==> src/rtl/cnn_pkg.sv <==
// Shared definitions for the CNN datapath blocks.
package cnn_pkg;

    localparam int unsigned DEF_DATA_W   = 8;
    localparam int unsigned DEF_CHANNELS = 8;

    localparam logic POOL_MAX = 1'b0;
    localparam logic POOL_AVG = 1'b1;

    function automatic int unsigned clog2(input int unsigned value);
        int unsigned width;
        width = 0;
        while ((32'd1 << width) < value) begin
            width = width + 1;
        end
        return width;
    endfunction

endpackage

==> src/rtl/maxpool_stream_if.sv <==
// Pixel stream in / pooled pixel stream out for the pooling layer.
interface maxpool_stream_if
    import cnn_pkg::*;
#(
    parameter int unsigned CHANNELS = DEF_CHANNELS,
    parameter int unsigned DATA_W   = DEF_DATA_W
);

    logic                         valid_in;
    logic [CHANNELS*DATA_W-1:0]   data_in;
    logic                         mode;
    logic                         valid_out;
    logic [CHANNELS*DATA_W-1:0]   data_out;
    logic                         frame_last;

    modport master (
        output valid_in, data_in, mode,
        input  valid_out, data_out, frame_last
    );

    modport slave (
        input  valid_in, data_in, mode,
        output valid_out, data_out, frame_last
    );

endinterface

==> src/rtl/pool_lane.sv <==
// One channel of the pooling datapath: horizontal combine, vertical combine
// against the line buffer, and final max/average scaling.
module pool_lane
    import cnn_pkg::*;
#(
    parameter int unsigned DATA_W = DEF_DATA_W,
    parameter int unsigned SHIFT  = 2,
    localparam int unsigned ACC_W = DATA_W + SHIFT
) (
    input  logic                     mode,
    input  logic                     h_init,
    input  logic                     v_init,
    input  logic signed [DATA_W-1:0] sample,
    input  logic signed [ACC_W-1:0]  h_acc,
    input  logic signed [ACC_W-1:0]  line_val,
    output logic signed [ACC_W-1:0]  h_res,
    output logic signed [ACC_W-1:0]  v_res,
    output logic signed [DATA_W-1:0] pooled
);

    function automatic logic signed [ACC_W-1:0] combine(
        input logic                    m,
        input logic signed [ACC_W-1:0] a,
        input logic signed [ACC_W-1:0] b
    );
        if (m == POOL_AVG) begin
            return a + b;
        end
        return (a > b) ? a : b;
    endfunction

    logic signed [ACC_W-1:0] sample_ext;

    always_comb begin
        sample_ext = {{SHIFT{sample[DATA_W-1]}}, sample};
        h_res      = h_init ? sample_ext : combine(mode, h_acc, sample_ext);
        v_res      = v_init ? h_res : combine(mode, line_val, h_res);
        // Arithmetic shift floors toward -inf; the window mean always fits DATA_W.
        pooled     = (mode == POOL_AVG) ? DATA_W'(v_res >>> SHIFT) : DATA_W'(v_res);
    end

endmodule

==> src/rtl/maxpool_stream.sv <==
// Streaming POOLxPOOL max/average pooling with stride POOL over a raster-order
// multi-channel pixel stream; one row of partial windows is kept in a line buffer.
module maxpool_stream
    import cnn_pkg::*;
#(
    parameter int unsigned CHANNELS = DEF_CHANNELS,
    parameter int unsigned DATA_W   = DEF_DATA_W,
    parameter int unsigned IMG_W    = 24,
    parameter int unsigned IMG_H    = 24,
    parameter int unsigned POOL     = 2
) (
    input logic             clk,
    input logic             rst_n,
    maxpool_stream_if.slave bus
);

    localparam int unsigned LOG2P   = clog2(POOL);
    localparam int unsigned SHIFT   = 2 * LOG2P;
    localparam int unsigned ACC_W   = DATA_W + SHIFT;
    localparam int unsigned WC_N    = IMG_W / POOL;
    localparam int unsigned WR_N    = IMG_H / POOL;
    localparam int unsigned COL_LIM = WC_N * POOL;
    localparam int unsigned ROW_LIM = WR_N * POOL;
    localparam int unsigned CW      = clog2(IMG_W + 1);
    localparam int unsigned RW      = clog2(IMG_H + 1);
    localparam int unsigned WCW     = (clog2(WC_N) > 0) ? clog2(WC_N) : 1;

    logic [CW-1:0]    col_q;
    logic [RW-1:0]    row_q;
    logic             mode_q;

    logic             at_origin;
    logic             eff_mode;
    logic             in_range;
    logic             take;
    logic             col_end;
    logic             h_init;
    logic             v_init;
    logic             complete;
    logic             is_last;
    logic [LOG2P-1:0] cc;
    logic [LOG2P-1:0] rr;
    logic [WCW-1:0]   wc;

    logic                         valid_q;
    logic                         last_q;
    logic [CHANNELS*DATA_W-1:0]   data_q;
    logic [CHANNELS*DATA_W-1:0]   pooled_flat;

    logic signed [ACC_W-1:0] hacc_q   [CHANNELS];
    logic signed [ACC_W-1:0] h_res    [CHANNELS];
    logic signed [ACC_W-1:0] v_res    [CHANNELS];
    logic signed [ACC_W-1:0] line_rd  [CHANNELS];
    logic signed [ACC_W-1:0] line_buf [WC_N][CHANNELS];

    always_comb begin
        at_origin = (col_q == '0) && (row_q == '0);
        // The first pixel of a frame already uses the mode it is loading.
        eff_mode  = at_origin ? bus.mode : mode_q;
        in_range  = (col_q < CW'(COL_LIM)) && (row_q < RW'(ROW_LIM));
        cc        = col_q[LOG2P-1:0];
        rr        = row_q[LOG2P-1:0];
        wc        = WCW'(col_q >> LOG2P);
        take      = bus.valid_in && in_range;
        col_end   = (cc == LOG2P'(POOL - 1));
        h_init    = (cc == '0);
        v_init    = (rr == '0);
        complete  = take && col_end && (rr == LOG2P'(POOL - 1));
        is_last   = (wc == WCW'(WC_N - 1)) && ((row_q >> LOG2P) == RW'(WR_N - 1));
    end

    always_ff @(posedge clk) begin
        if (rst_n) begin
            col_q  <= '0;
            row_q  <= '0;
            mode_q <= POOL_MAX;
        end else if (bus.valid_in) begin
            if (at_origin) begin
                mode_q <= bus.mode;
            end
            if (col_q == CW'(IMG_W - 1)) begin
                col_q <= '0;
                row_q <= (row_q == RW'(IMG_H - 1)) ? '0 : row_q + 1'b1;
            end else begin
                col_q <= col_q + 1'b1;
            end
        end
    end

    for (genvar c = 0; c < CHANNELS; c++) begin : g_lane
        logic signed [DATA_W-1:0] pooled;

        assign line_rd[c] = line_buf[wc][c];

        pool_lane #(
            .DATA_W (DATA_W),
            .SHIFT  (SHIFT)
        ) u_lane (
            .mode     (eff_mode),
            .h_init   (h_init),
            .v_init   (v_init),
            .sample   (bus.data_in[c*DATA_W +: DATA_W]),
            .h_acc    (hacc_q[c]),
            .line_val (line_rd[c]),
            .h_res    (h_res[c]),
            .v_res    (v_res[c]),
            .pooled   (pooled)
        );

        assign pooled_flat[c*DATA_W +: DATA_W] = pooled;
    end

    // Datapath storage needs no reset: every window starts by overwriting.
    always_ff @(posedge clk) begin
        if (take) begin
            for (int c = 0; c < CHANNELS; c++) begin
                hacc_q[c] <= h_res[c];
            end
            if (col_end && (rr != LOG2P'(POOL - 1))) begin
                for (int c = 0; c < CHANNELS; c++) begin
                    line_buf[wc][c] <= v_res[c];
                end
            end
        end
    end

    always_ff @(posedge clk) begin
        if (rst_n) begin
            valid_q <= 1'b0;
            last_q  <= 1'b0;
            data_q  <= '0;
        end else begin
            valid_q <= complete;
            last_q  <= complete && is_last;
            if (complete) begin
                data_q <= pooled_flat;
            end
        end
    end

    assign bus.valid_out  = valid_q;
    assign bus.frame_last = last_q;
    assign bus.data_out   = data_q;

endmodule

==> src/flat_wrapper.sv <==
// flat-port wrapper written by rule: the top's interface ports become plain ports
module maxpool_stream_flat import cnn_pkg::*;
#(
    parameter int unsigned CHANNELS = DEF_CHANNELS,
    parameter int unsigned DATA_W   = DEF_DATA_W,
    parameter int unsigned IMG_W    = 24,
    parameter int unsigned IMG_H    = 24,
    parameter int unsigned POOL     = 2
)
  (clk, rst_n, bus_valid_in, bus_data_in, bus_mode, bus_valid_out, bus_data_out, bus_frame_last);
  maxpool_stream_if #(.CHANNELS(CHANNELS), .DATA_W(DATA_W)) bus_i ();
  input logic clk;
  input logic rst_n;
  input wire logic [$bits(bus_i.valid_in)-1:0] bus_valid_in;
  input wire logic [$bits(bus_i.data_in)-1:0] bus_data_in;
  input wire logic [$bits(bus_i.mode)-1:0] bus_mode;
  output wire logic [$bits(bus_i.valid_out)-1:0] bus_valid_out;
  output wire logic [$bits(bus_i.data_out)-1:0] bus_data_out;
  output wire logic [$bits(bus_i.frame_last)-1:0] bus_frame_last;
  assign bus_i.valid_in = bus_valid_in;
  assign bus_i.data_in = bus_data_in;
  assign bus_i.mode = bus_mode;
  assign bus_valid_out = bus_i.valid_out;
  assign bus_data_out = bus_i.data_out;
  assign bus_frame_last = bus_i.frame_last;
  maxpool_stream #(.CHANNELS(CHANNELS), .DATA_W(DATA_W), .IMG_W(IMG_W), .IMG_H(IMG_H), .POOL(POOL)) u_core (.clk(clk), .rst_n(rst_n), .bus(bus_i));
endmodule
==> config.mk <==
export PLATFORM = sky130hd
export DESIGN_NAME = maxpool_stream_flat
export DESIGN_NICKNAME = d
export VERILOG_FILES = /design/src/rtl/cnn_pkg.sv /design/src/rtl/maxpool_stream_if.sv /design/src/rtl/pool_lane.sv /design/src/rtl/maxpool_stream.sv /design/src/flat_wrapper.sv
export SDC_FILE = /design/constraint.sdc
export NUM_CORES = 2
export LEC_CHECK = 0
export BUFFER_PORTS_ARGS = -buffer_cell sky130_fd_sc_hd__buf_2
export CORE_ASPECT_RATIO = 0.5
export CORE_MARGIN = 2
export CORE_UTILIZATION = 55
export CTS_BUF_LIST = sky130_fd_sc_hd__clkbuf_8 sky130_fd_sc_hd__clkbuf_16
export CTS_CLUSTER_DIAMETER = 80
export DETAILED_ROUTE_END_ITERATION = 8
export PLACE_DENSITY = 0.79
export SLEW_MARGIN = 40
export SYNTH_ARGS = -nofsm -noshare
export SYNTH_HDL_FRONTEND = slang
export SYNTH_SLANG_ARGS = --single-unit
==> constraint.sdc <==
create_clock -name clk -period 30.4 [get_ports clk]
set_clock_uncertainty 0.05 [all_clocks]
set_input_delay 1.52 -clock clk [delete_from_list [all_inputs] [get_ports clk]]
set_output_delay 1.52 -clock clk [all_outputs]
set_load 0.02 [all_outputs]
==> flow_summary.toml <==
[routing]
drtPass1Iterations = 8
routed_wirelength_mm = 165
drtIter0Drc = 4735
drt-vias-per-instance = 6.70
avgRoutedWirePerCell_um = 29.6
drc = 0
ant_nets = 0
num_vias = 37400

[yosys]
syn-cell-area_mm2 = 0.0561
synth-edff-count = 1040
synth_top_cell_by_area = "edfxtp_1"
async_flop_share_pct = 0
yosysWarningCount = 0
synth_top_area_share_pct = 55.6
yosysSeqAreaShare_pct = 58.5
netlist_top_cells_area = "edfxtp_1 56%, mux4_2 9.6%, ha_1 6.9%"
synth.net_count = 4388
synth_cells = 3993
synth_area_per_cell_um2 = 14.1
synth-main-ff-cell = "edfxtp_1"
yosysUniqueCellTypes = 94
ys_ff_latch = 1121

[power]
power_frac_comb_pct = 17.3
p_sw_share_pct = 27.6
p_clk_share_pct = 34.4
p_per_area_mw_per_mm2 = 58.9
power.internal_w = 0.00264
power.switching_w = 0.00101
vdd_drop_max_uv = 42.5
power_leakage_nw = 21.7
seqPwrFrac_pct = 48.2
finalPower_w = 0.00365

[worst_setup_path]
crit_arrival_ns = 7.32
end_kind = "flop"
r2r-start = "u_core.col_q[0]"
cp.required_ns = 30.71
path_max_fanout = 54
worstReg2RegEnd = "u_core.line_buf[0][34]"
crit_type = "flop to flop"
start_kind = "flop"
r2r_cells = 16
r2r_slack_ns = 23.39

[placed_design]
gp_congestion = 0.979
hpwlAfterDp_mm = 108
place_ws_ns = 22.83
port_buffers = 133

[cts]
cts_made_buffers = 97
clock_latency_ns = 0.71
h-tree-depth = 3
path_clk_slew_ns = 0.07
cts_setup_buffers = 0
cts_tree = "built"
hold_buffers = 0
clock_sinks = 1121
clockRootBuffer = "clkbuf_16"
cts_resized = 0
clockBufferDepth = 3

[global_routing]
grt_pass1_vias = 36300
gr-usage-all-layers_pct = 31.2
grt_max_degree = 89
antenna_found_initial = 25
grt-ovfl-total = 0
grt_pass1_wl_mm = 241

[sta]
finalSetupViolCount = 0
tns_ns = 0
period_needed_ns = 7.01
rsz0062_at_grt = "false"
maxSlewViolCount = 0
worstMarginPinSlew_ns = 0.898
timing.fmax_ghz = 0.143
finalHoldViolations = 0
fin_ws_ns = 23.39
relSlewSlack_pct = 40.1
min_period_over_period_pct = 23.1

[min_path]
whs_path_depth = 2
hp-class = "flop to flop"
hold_path_end = "u_core.bus.data_out[1]"
hp-start = "u_core.bus.data_out[1]"

[floorplan]
io_pins = 134
dieWidth_um = 456
num_rows = 82
start_util_pct = 55.8
dieArea_mm2 = 0.105
core_mm2 = 0.101
die_y_um = 230

[cells_and_area]
syn_to_final_growth_pct = 10.4
fin_nets = 4540
drive_above_1_share_pct = 17.0

[outcome]
status = "finished clean"

[run]
maxCapViolCount = 0
[cell usage after synthesis (19+ instances only)]
master / instances
edfxtp_1: 1040
ha_1: 311
inv_1: 309
mux4_2: 240
nor2_1: 194
nand2_1: 190
o21ai_0: 171
a21oi_1: 170
xnor2_1: 86
mux2i_1: 85
dfxtp_1: 81
clkbuf_1: 72
nor3_1: 64
nand3_1: 59
buf_2: 58
o21bai_1: 50
a22oi_1: 42
o31ai_1: 39
nand2b_1: 36
nor2b_1: 34
a21o_1: 33
nand4_1: 30
o22ai_1: 29
a31oi_1: 28
a211oi_1: 27
buf_4: 27
and3_1: 26
o211ai_1: 25
xor2_1: 25
a221oi_1: 23
a221o_1: 22
buf_1: 19
o221ai_1: 19
[worst max-delay path by stage]
stage	start	endpoint	slack (ns)
2_1_floorplan	bus_valid_in	u_core.line_buf[4][0]	15.47
3_3_place_gp	bus_mode	u_core.line_buf[10][39]	22.75
3_5_place_dp	bus_mode	u_core.line_buf[3][38]	22.83
4_1_cts	u_core.col_q[0]	u_core.line_buf[9][38]	23.39
5_1_grt	u_core.col_q[0]	u_core.line_buf[9][38]	23.19
6_report	u_core.col_q[0]	u_core.line_buf[0][34]	23.39
[worst max-delay path, stage by stage, from the launching register on]
cell and delay, ns:
dfxtp_2 0.50, inv_2 0.14, ha_1 0.16, nor4b_4 0.26, nand3_1 0.62, nand2_4 0.68, buf_4 0.70, o21ai_1 0.37
a221oi_2 0.71, ha_1 0.29, nand4b_1 0.09, or4_1 0.46, a21oi_1 0.24, a21oi_1 0.21, a22o_1 0.29, a211oi_1 0.47
inv_1 0.37
[cells in the final DEF (no fill, tap or decap), types with 28 or more instances in the layout]
| cell type | instances |
|---|---|
| o22ai_1 | 28 |
| xnor2_1 | 86 |
| mux4_2 | 240 |
| nand2_1 | 189 |
| o21bai_1 | 50 |
| ha_1 | 311 |
| nand4_1 | 30 |
| a22oi_1 | 36 |
| nor2_1 | 179 |
| dfxtp_1 | 75 |
| buf_4 | 70 |
| clkbuf_16 | 98 |
| nor2b_1 | 34 |
| mux2i_1 | 85 |
| edfxtp_1 | 1040 |
| o21ai_0 | 161 |
| a21oi_1 | 168 |
| nor3_1 | 61 |
| nand3_1 | 59 |
| buf_2 | 148 |
| inv_1 | 327 |
| nand2b_1 | 36 |
| a21o_1 | 33 |
| o31ai_1 | 38 |
[power by group through the flow]
stage	Clock (W)	Combinational (W)	Sequential (W)
after floorplan	0	0.000437	0.00179
after global placement	0	0.000590	0.00179
after detailed placement	0	0.000607	0.00179
after CTS	0.00127	0.000612	0.00176
after global routing	0.00132	0.000685	0.00176
final	0.00126	0.000633	0.00176
[stage by stage]
step	instance area [um^2]	hold WS, ns	std cells	util (%)
3_5_place_dp	58600	0.402	5382	58.2
5_1_grt	62000	0.425	5575	61.6
6_report	62000	0.409	5580	61.6
3_3_place_gp	58400	0.394	5369	58.0
2_1_floorplan	56100	0.412	3993	-
4_1_cts	61800	0.411	5565	61.4
[per-layer routing]
metal | track usage, % | part of all wire [%]
met1 | 44.9 | 40
met2 | 47.4 | 44
met3 | 6.97 | 12
met4 | 10.5 | 3.2
met5 | 0 | 0.018
[logic make-up after synthesis]
logic type	Yosys count	share of synthesized area, %
flops	1121	58.5
compound gates	888	11.1
simple gates	730	6.37
buf+inv	488	3.60
mux	328	11.2
fa+ha+maj	327	7.50
xor+xnor	111	1.73
[area by class of cell]
type / instances / area (um^2)
tap: 1344 / 1680
sequential: 1121 / 32900
multi-input combinational: 2384 / 21600
antenna: 7 / 17.5
clock buffer: 98 / 2450
clock inverter: 85 / 776
timing repair buffer: 232 / 1420
inverter: 309 / 1160
fill: 7221 / 38700
[flip-flops by register name, indices dropped and copies added (netlist names), named ones only]
name and count:
u_core.bus.data_out 64, u_core.bus.frame_last 1, u_core.bus.valid_out 1, u_core.col_q 5
u_core.hacc_q 80, u_core.line_buf 960, u_core.mode_q 1, u_core.row_q 5
(Power assumes the default switching activity.)
